### config.mk
export PLATFORM = sky130hd
export DESIGN_NAME = fetch_queue
export DESIGN_NICKNAME = d
export VERILOG_FILES = /design/src/rtl/fetch_queue.sv
export SDC_FILE = /design/constraint.sdc
export NUM_CORES = 1
export LEC_CHECK = 0
export CAP_MARGIN = 20
export CELL_PAD_IN_SITES_DETAIL_PLACEMENT = 1
export CELL_PAD_IN_SITES_GLOBAL_PLACEMENT = 1
export CORE_MARGIN = 2
export CORE_UTILIZATION = 38
export DETAILED_ROUTE_END_ITERATION = 10
export PLACE_DENSITY_LB_ADDON = 0.1
export SLEW_MARGIN = 0
export SYNTH_ARGS = -nofsm -noshare
export SYNTH_HDL_FRONTEND = slang
export SYNTH_SLANG_ARGS = --single-unit
### constraint.sdc
create_clock -name CLK -period 3.1 [get_ports CLK]
set_input_delay 0.775 -clock CLK [delete_from_list [all_inputs] [get_ports CLK]]
set_output_delay 0.775 -clock CLK [all_outputs]
set_load 0.005 [all_outputs]
### src/rtl/fetch_queue.sv
// Fetch stage: PC generator feeding a DEPTH-entry instruction prefetch queue.
// Optional perf counters (fetch_cnt, flush_cnt) under `FETCH_PERF_EN.
module fetch_queue #(
  parameter logic [31:0] PC_INIT = 32'h0,
  parameter int DEPTH = 4,
  parameter int CNT_W = $clog2(DEPTH+1)
)(
  input  logic             CLK,
  input  logic             RST,
  input  logic             ihit,
  input  logic [31:0]      imemload,
  output logic             imemREN,
  output logic [31:0]      imemaddr,
  input  logic             halt,
  input  logic             redirect,
  input  logic [1:0]       PCSrc,
  input  logic [31:0]      brPC,
  input  logic [15:0]      imm,
  input  logic [31:0]      jraddr,
  input  logic [31:0]      jPC,
  input  logic [25:0]      jaddr,
  output logic             deq_valid,
  input  logic             deq_ready,
  output logic [31:0]      instr,
  output logic [31:0]      pc,
  output logic [31:0]      npc,
  output logic [CNT_W-1:0] count
`ifdef FETCH_PERF_EN
  ,
  output logic [31:0]      fetch_cnt,
  output logic [31:0]      flush_cnt
`endif
);

  localparam int AW = $clog2(DEPTH);
  localparam logic [CNT_W-1:0] FULL = CNT_W'(DEPTH);

  logic [31:0]   fpc;
  logic [31:0]   target;
  logic [31:0]   br_off;
  logic [31:0]   iq [DEPTH];
  logic [31:0]   pq [DEPTH];
  logic [AW-1:0] head;
  logic [AW-1:0] tail;
  logic          push;
  logic          pop;
  logic          unused_jpc;

  assign unused_jpc = ^jPC[27:0];

  assign imemaddr  = fpc;
  assign imemREN   = ~RST & ~halt & ~redirect & (count < FULL);
  assign push      = imemREN & ihit;
  assign deq_valid = (count != '0);
  assign pop       = deq_valid & deq_ready & ~redirect;

  assign br_off = {{14{imm[15]}}, imm, 2'b00};

  always_comb begin
    target = brPC;
    unique case (PCSrc)
      2'd0: target = brPC;
      2'd1: target = jraddr;
      2'd2: target = {jPC[31:28], jaddr, 2'b00};
      2'd3: target = brPC + br_off;
    endcase
  end

  assign instr = deq_valid ? iq[head] : '0;
  assign pc    = deq_valid ? pq[head] : '0;
  assign npc   = deq_valid ? pq[head] + 32'd4 : '0;

  // Redirect wins over everything: any same-cycle push or pop is dropped.
  always_ff @(posedge CLK or posedge RST) begin
    if (RST) begin
      fpc   <= PC_INIT;
      head  <= '0;
      tail  <= '0;
      count <= '0;
    end else if (redirect) begin
      fpc   <= target;
      head  <= '0;
      tail  <= '0;
      count <= '0;
    end else begin
      if (push) begin
        fpc  <= fpc + 32'd4;
        tail <= tail + AW'(1);
      end
      if (pop)
        head <= head + AW'(1);
      unique case ({push, pop})
        2'b10:   count <= count + CNT_W'(1);
        2'b01:   count <= count - CNT_W'(1);
        default: count <= count;
      endcase
    end
  end

  always_ff @(posedge CLK) begin
    if (push) begin
      iq[tail] <= imemload;
      pq[tail] <= fpc;
    end
  end

`ifdef FETCH_PERF_EN
  logic [32:0] flush_sum;

  assign flush_sum = {1'b0, flush_cnt} + 33'(count);

  always_ff @(posedge CLK or posedge RST) begin
    if (RST) begin
      fetch_cnt <= '0;
      flush_cnt <= '0;
    end else begin
      if (push && fetch_cnt != '1)
        fetch_cnt <= fetch_cnt + 32'd1;
      if (redirect)
        flush_cnt <= flush_sum[32] ? '1 : flush_sum[31:0];
    end
  end
`endif

endmodule

==> key figures <==
Logic synthesis
  • Dominant cell type by area after synthesis: sky130_fd_sc_hd__edfxtp_1
  • Synth top area cells: sky130_fd_sc_hd__edfxtp_1 (52%), sky130_fd_sc_hd__mux4_2 (10%), sky130_fd_sc_hd__dfrtp_1 (6.6%)
  • Flop and latch count out of synthesis: 295
  • Cell types with the highest counts after synthesis: sky130_fd_sc_hd__edfxtp_1 (256), sky130_fd_sc_hd__nor2_1 (72), sky130_fd_sc_hd__and2_1 (70)
  • EDFF count, synth: 256
  • Top FF cell, synth: sky130_fd_sc_hd__edfxtp_1
  • Net Count, Synth: 1,254
  • Most common cell in the netlist: sky130_fd_sc_hd__edfxtp_1
  • Warning count from the yosys run: 0
  • Count of different cell masters after synthesis: 73
  • Proportion of synthesized flip-flops having asynchronous set or reset: 13.2%
  • Sequential fraction of the synthesis area: 58.7%
  • Cells after synthesis: between 1,000 and 1,500
  • Post-Syn Area per Cell: 14.2 sq um
  • Area share of the largest cell type after synthesis: 52.1%
  • Netlist area before placement: 14,800 sq um

Timing
  • Measured slew at the worst slew-check pin: roughly 0.70 ns
  • Unrepaired setup endpoints after global routing: true
  • Minimum clock period: 4.02 ns
  • Portion of the clock cycle consumed by the worst path in the final layout: 130%
  • Final hold vios: 0
  • Worst Setup Slack, final: -0.919 ns
  • Clk_skew: 0.0109 ns
  • Achievable Freq: 0.249 GHz
  • Number of max-slew violations in the final report: 0
  • Relative slew margins: between 50% and 60%
  • Setup violators final: 84

Final layout
  • Synth-to-Final Area Change: 42.9%
  • Filler Cell Count: between 3,000 and 4,000
  • Nets: 1,741
  • Final Cell Area: 21,100 sq um
  • Fraction of final layout cells sized beyond drive strength 1: 30.8%

Worst setup path
  • Worst Path Class, Setup: reg -> out
  • Cell depth of the worst setup path: 10
  • Cell-by-cell trace of the critical path: buf_12 -> mux4_2 -> and2_4 -> and3_4 -> nand3_4 -> or3_4 -> or2_1 -> or3_4 -> a21oi_4 -> buf_2
  • Buf+Inv Stages, Crit Path: 2
  • Family with the most delay on the worst path: simple AND/OR/NAND/NOR gates
  • Critical path endpoint category: primary output
  • Cell with the most instances on the worst path: sky130_fd_sc_hd__or3_4
  • Arrival time reported for the critical path endpoint: ~3.2 ns
  • Slowest library cell on the worst path: sky130_fd_sc_hd__dfrtp_4
  • Required time at the worst-slack endpoint: 2.32 ns
  • Critical path's largest stage delay: 0.51 ns
  • Crit start category: flop
  • Count of cells along the worst register-to-register path: 11
  • Critical Path Fanout Max: 4

Placement
  • GPL Wtd Cong: 0.824
  • HPWL after detailed placement: 30,500 um
  • Post-place instance area: just under 20,000 sq um
  • Input/output buffers: 282

Route
  • Iteration count of the initial detailed-routing pass: 8
  • Remaining antenna violation count after routing: 0
  • Post-detailed-route DRC marker count: 0
  • Post-DR wirelength/cell: just over 20 um
  • Total routed wirelength: 42,900 um
  • Number of DRC violations after detailed-routing iteration 0: roughly 480
  • Number of vias after detailed routing: ~11,000
  • DR vias/cell: 5.13

Clocking
  • Number of levels the H-tree was split into: 1
  • Clock buffers created by TritonCTS: 29
  • Clock transition at the registers of the reported paths: 0.06 ns
  • Clock sink count: 295
  • Clock latency on the worst-skew pair: 0.53 ns
  • TritonCTS clock tree: built
  • Maximum clock path buffer count: 3
  • Hold buffer count at cts: 0
  • Cell chosen for the clock root: sky130_fd_sc_hd__clkbuf_16

Power
  • Reported leakage power: 8.04 nW
  • Power per unit of standard cell area: 589 nW/um^2
  • VDD IR max: 412 uV
  • Pwr Total: approximately 0.012 W

GRT
  • First-pass GRT wire length: 65,300 um
  • Global route total overflow: 0
  • Largest net degree at the start of global routing: about 70
  • Global-route usage over all layers: about a fifth
  • Met1 global-route usage: a little over a quarter
  • Met2 track demand over resource: 36.0%
  • Met3 demand-to-capacity share in global routing: 3.39%
  • Antenna violations before repair: 2
  • Via count of the first global-routing pass: between 10,000 and 15,000
  • Global route hottest layer: met2

Run status
  • Outcome: finished, violations left
  • Violated checks: negative setup slack

Die
  • Die Outline Area: 40,500 sq um
  • Horizontal die dimension: 201 um
  • Chip Height: 201 um
  • Core region area: 38,500 sq um
  • Initial standard-cell utilization of the core: 38.4%
  • Floorplan row count: 72
  • Number of top-level pins: 311

Run
  • Number of max-cap violations: 0

Worst hold path
  • Type of the worst min-delay path: reg -> reg
  • Hold Path Stages: 0
-- final timing paths --
| path | from | endpoint | slack [ns] |
|---|---|---|---|
| min in group asynchronous | RST | imemaddr[21] | 0.74 |
| max in group asynchronous | RST | imemaddr[16] | 1.70 |
| worst max register to register | count[2] | imemaddr[30] | 0.59 |
| worst min register to register | imemaddr[1] | pq[3][1] | 0.57 |
| worst max-delay path | head[0] | npc[23] | -0.92 |
| worst min-delay path | imemaddr[1] | pq[3][1] | 0.57 |
-- kinds of logic after synthesis --
| group | after synthesis | share of synthesized area, % |
|---|---|---|
| and+or+nand+nor | 309 | 11.0 |
| DFF | 295 | 58.7 |
| AOI/OAI and AO/OA | 155 | 6.55 |
| muxes | 102 | 13.8 |
| xor gates and xnor gates | 77 | 4.57 |
| buffers and inverters | 64 | 2.14 |
| adders and majority gates | 37 | 3.24 |
-- stage by stage --
stage	worst slack (ns)	hold WS (ns)	utilization, %	std cells	TNS [ns]
6_report	-0.919	0.568	54.8	2064	-32.43
5_1_grt	-1.03	0.604	54.8	2064	-40.84
4_1_cts	-0.982	0.576	53.2	2027	-41.99
3_5_place_dp	-0.817	0.559	50.5	1966	-33.14
3_3_place_gp	-0.759	0.548	50.5	1966	-30.42
2_1_floorplan	0.00586	0.518	-	1039	0
-- sequential cells by signal, summed over array words and instances (netlist names) --
name	cells
count	3
head	2
imemaddr	32
iq	128
pq	128
tail	2
-- cell type report --
class	instances	area, sq um	area share, %
flip-flops and latches	295	8670	41.1
multi-input cells	680	6110	29.0
repair buffers	505	4740	22.4
clock buffers	34	744	3.53
well taps	518	648	3.07
clock inverters	16	130	0.617
inverters	15	56.3	0.267
diodes	1	2.50	0.0119
-- per-layer routing --
layer	part of all wire, %	up-vias
met5	0.028	-
met4	1.7	2
met3	4.9	41
met2	50	237
met1	43	5332
li1	-	4976
-- what timing repair did --
action	in CTS	in global routing
gates resized for setup	196	114
pin swaps	32	29
gates cloned	0	4
endpoints found under the setup margin	107	106
buffers inserted	12	34
-- placed cells by master, fill, tap and decap left out, types with 11 or more instances in the layout --
cell / netlist / final
sky130_fd_sc_hd__edfxtp_1: 256 / 256
sky130_fd_sc_hd__buf_12: 1 / 14
sky130_fd_sc_hd__nand2_1: 65 / 54
sky130_fd_sc_hd__a21o_1: 11 / 11
sky130_fd_sc_hd__clkbuf_16: 0 / 32
sky130_fd_sc_hd__and2_1: 70 / 61
sky130_fd_sc_hd__ha_1: 35 / 32
sky130_fd_sc_hd__mux2_2: 15 / 15
sky130_fd_sc_hd__buf_2: 6 / 30
sky130_fd_sc_hd__inv_1: 15 / 12
sky130_fd_sc_hd__dfrtp_1: 39 / 37
sky130_fd_sc_hd__o22ai_1: 11 / 11
sky130_fd_sc_hd__nand4_1: 16 / 16
sky130_fd_sc_hd__a21oi_1: 41 / 36
sky130_fd_sc_hd__clkdlybuf4s50_1: 0 / 215
sky130_fd_sc_hd__nand3_1: 17 / 14
sky130_fd_sc_hd__buf_4: 2 / 174
sky130_fd_sc_hd__mux4_2: 68 / 77
sky130_fd_sc_hd__dlymetal6s2s_1: 0 / 22
sky130_fd_sc_hd__buf_6: 2 / 32
sky130_fd_sc_hd__nor2_1: 72 / 66
sky130_fd_sc_hd__xnor2_1: 39 / 35
sky130_fd_sc_hd__o21ai_0: 40 / 36
sky130_fd_sc_hd__and2_4: 2 / 12
sky130_fd_sc_hd__xor2_1: 38 / 38
-- power breakdown --
part | internal, W | switching, W
combinational | 0.00255 | 0.00192
clock | 0.00187 | 0.00142
sequential | 0.00448 | 0.000194
total | 0.00890 | 0.00353
(Power assumes the default switching activity.)
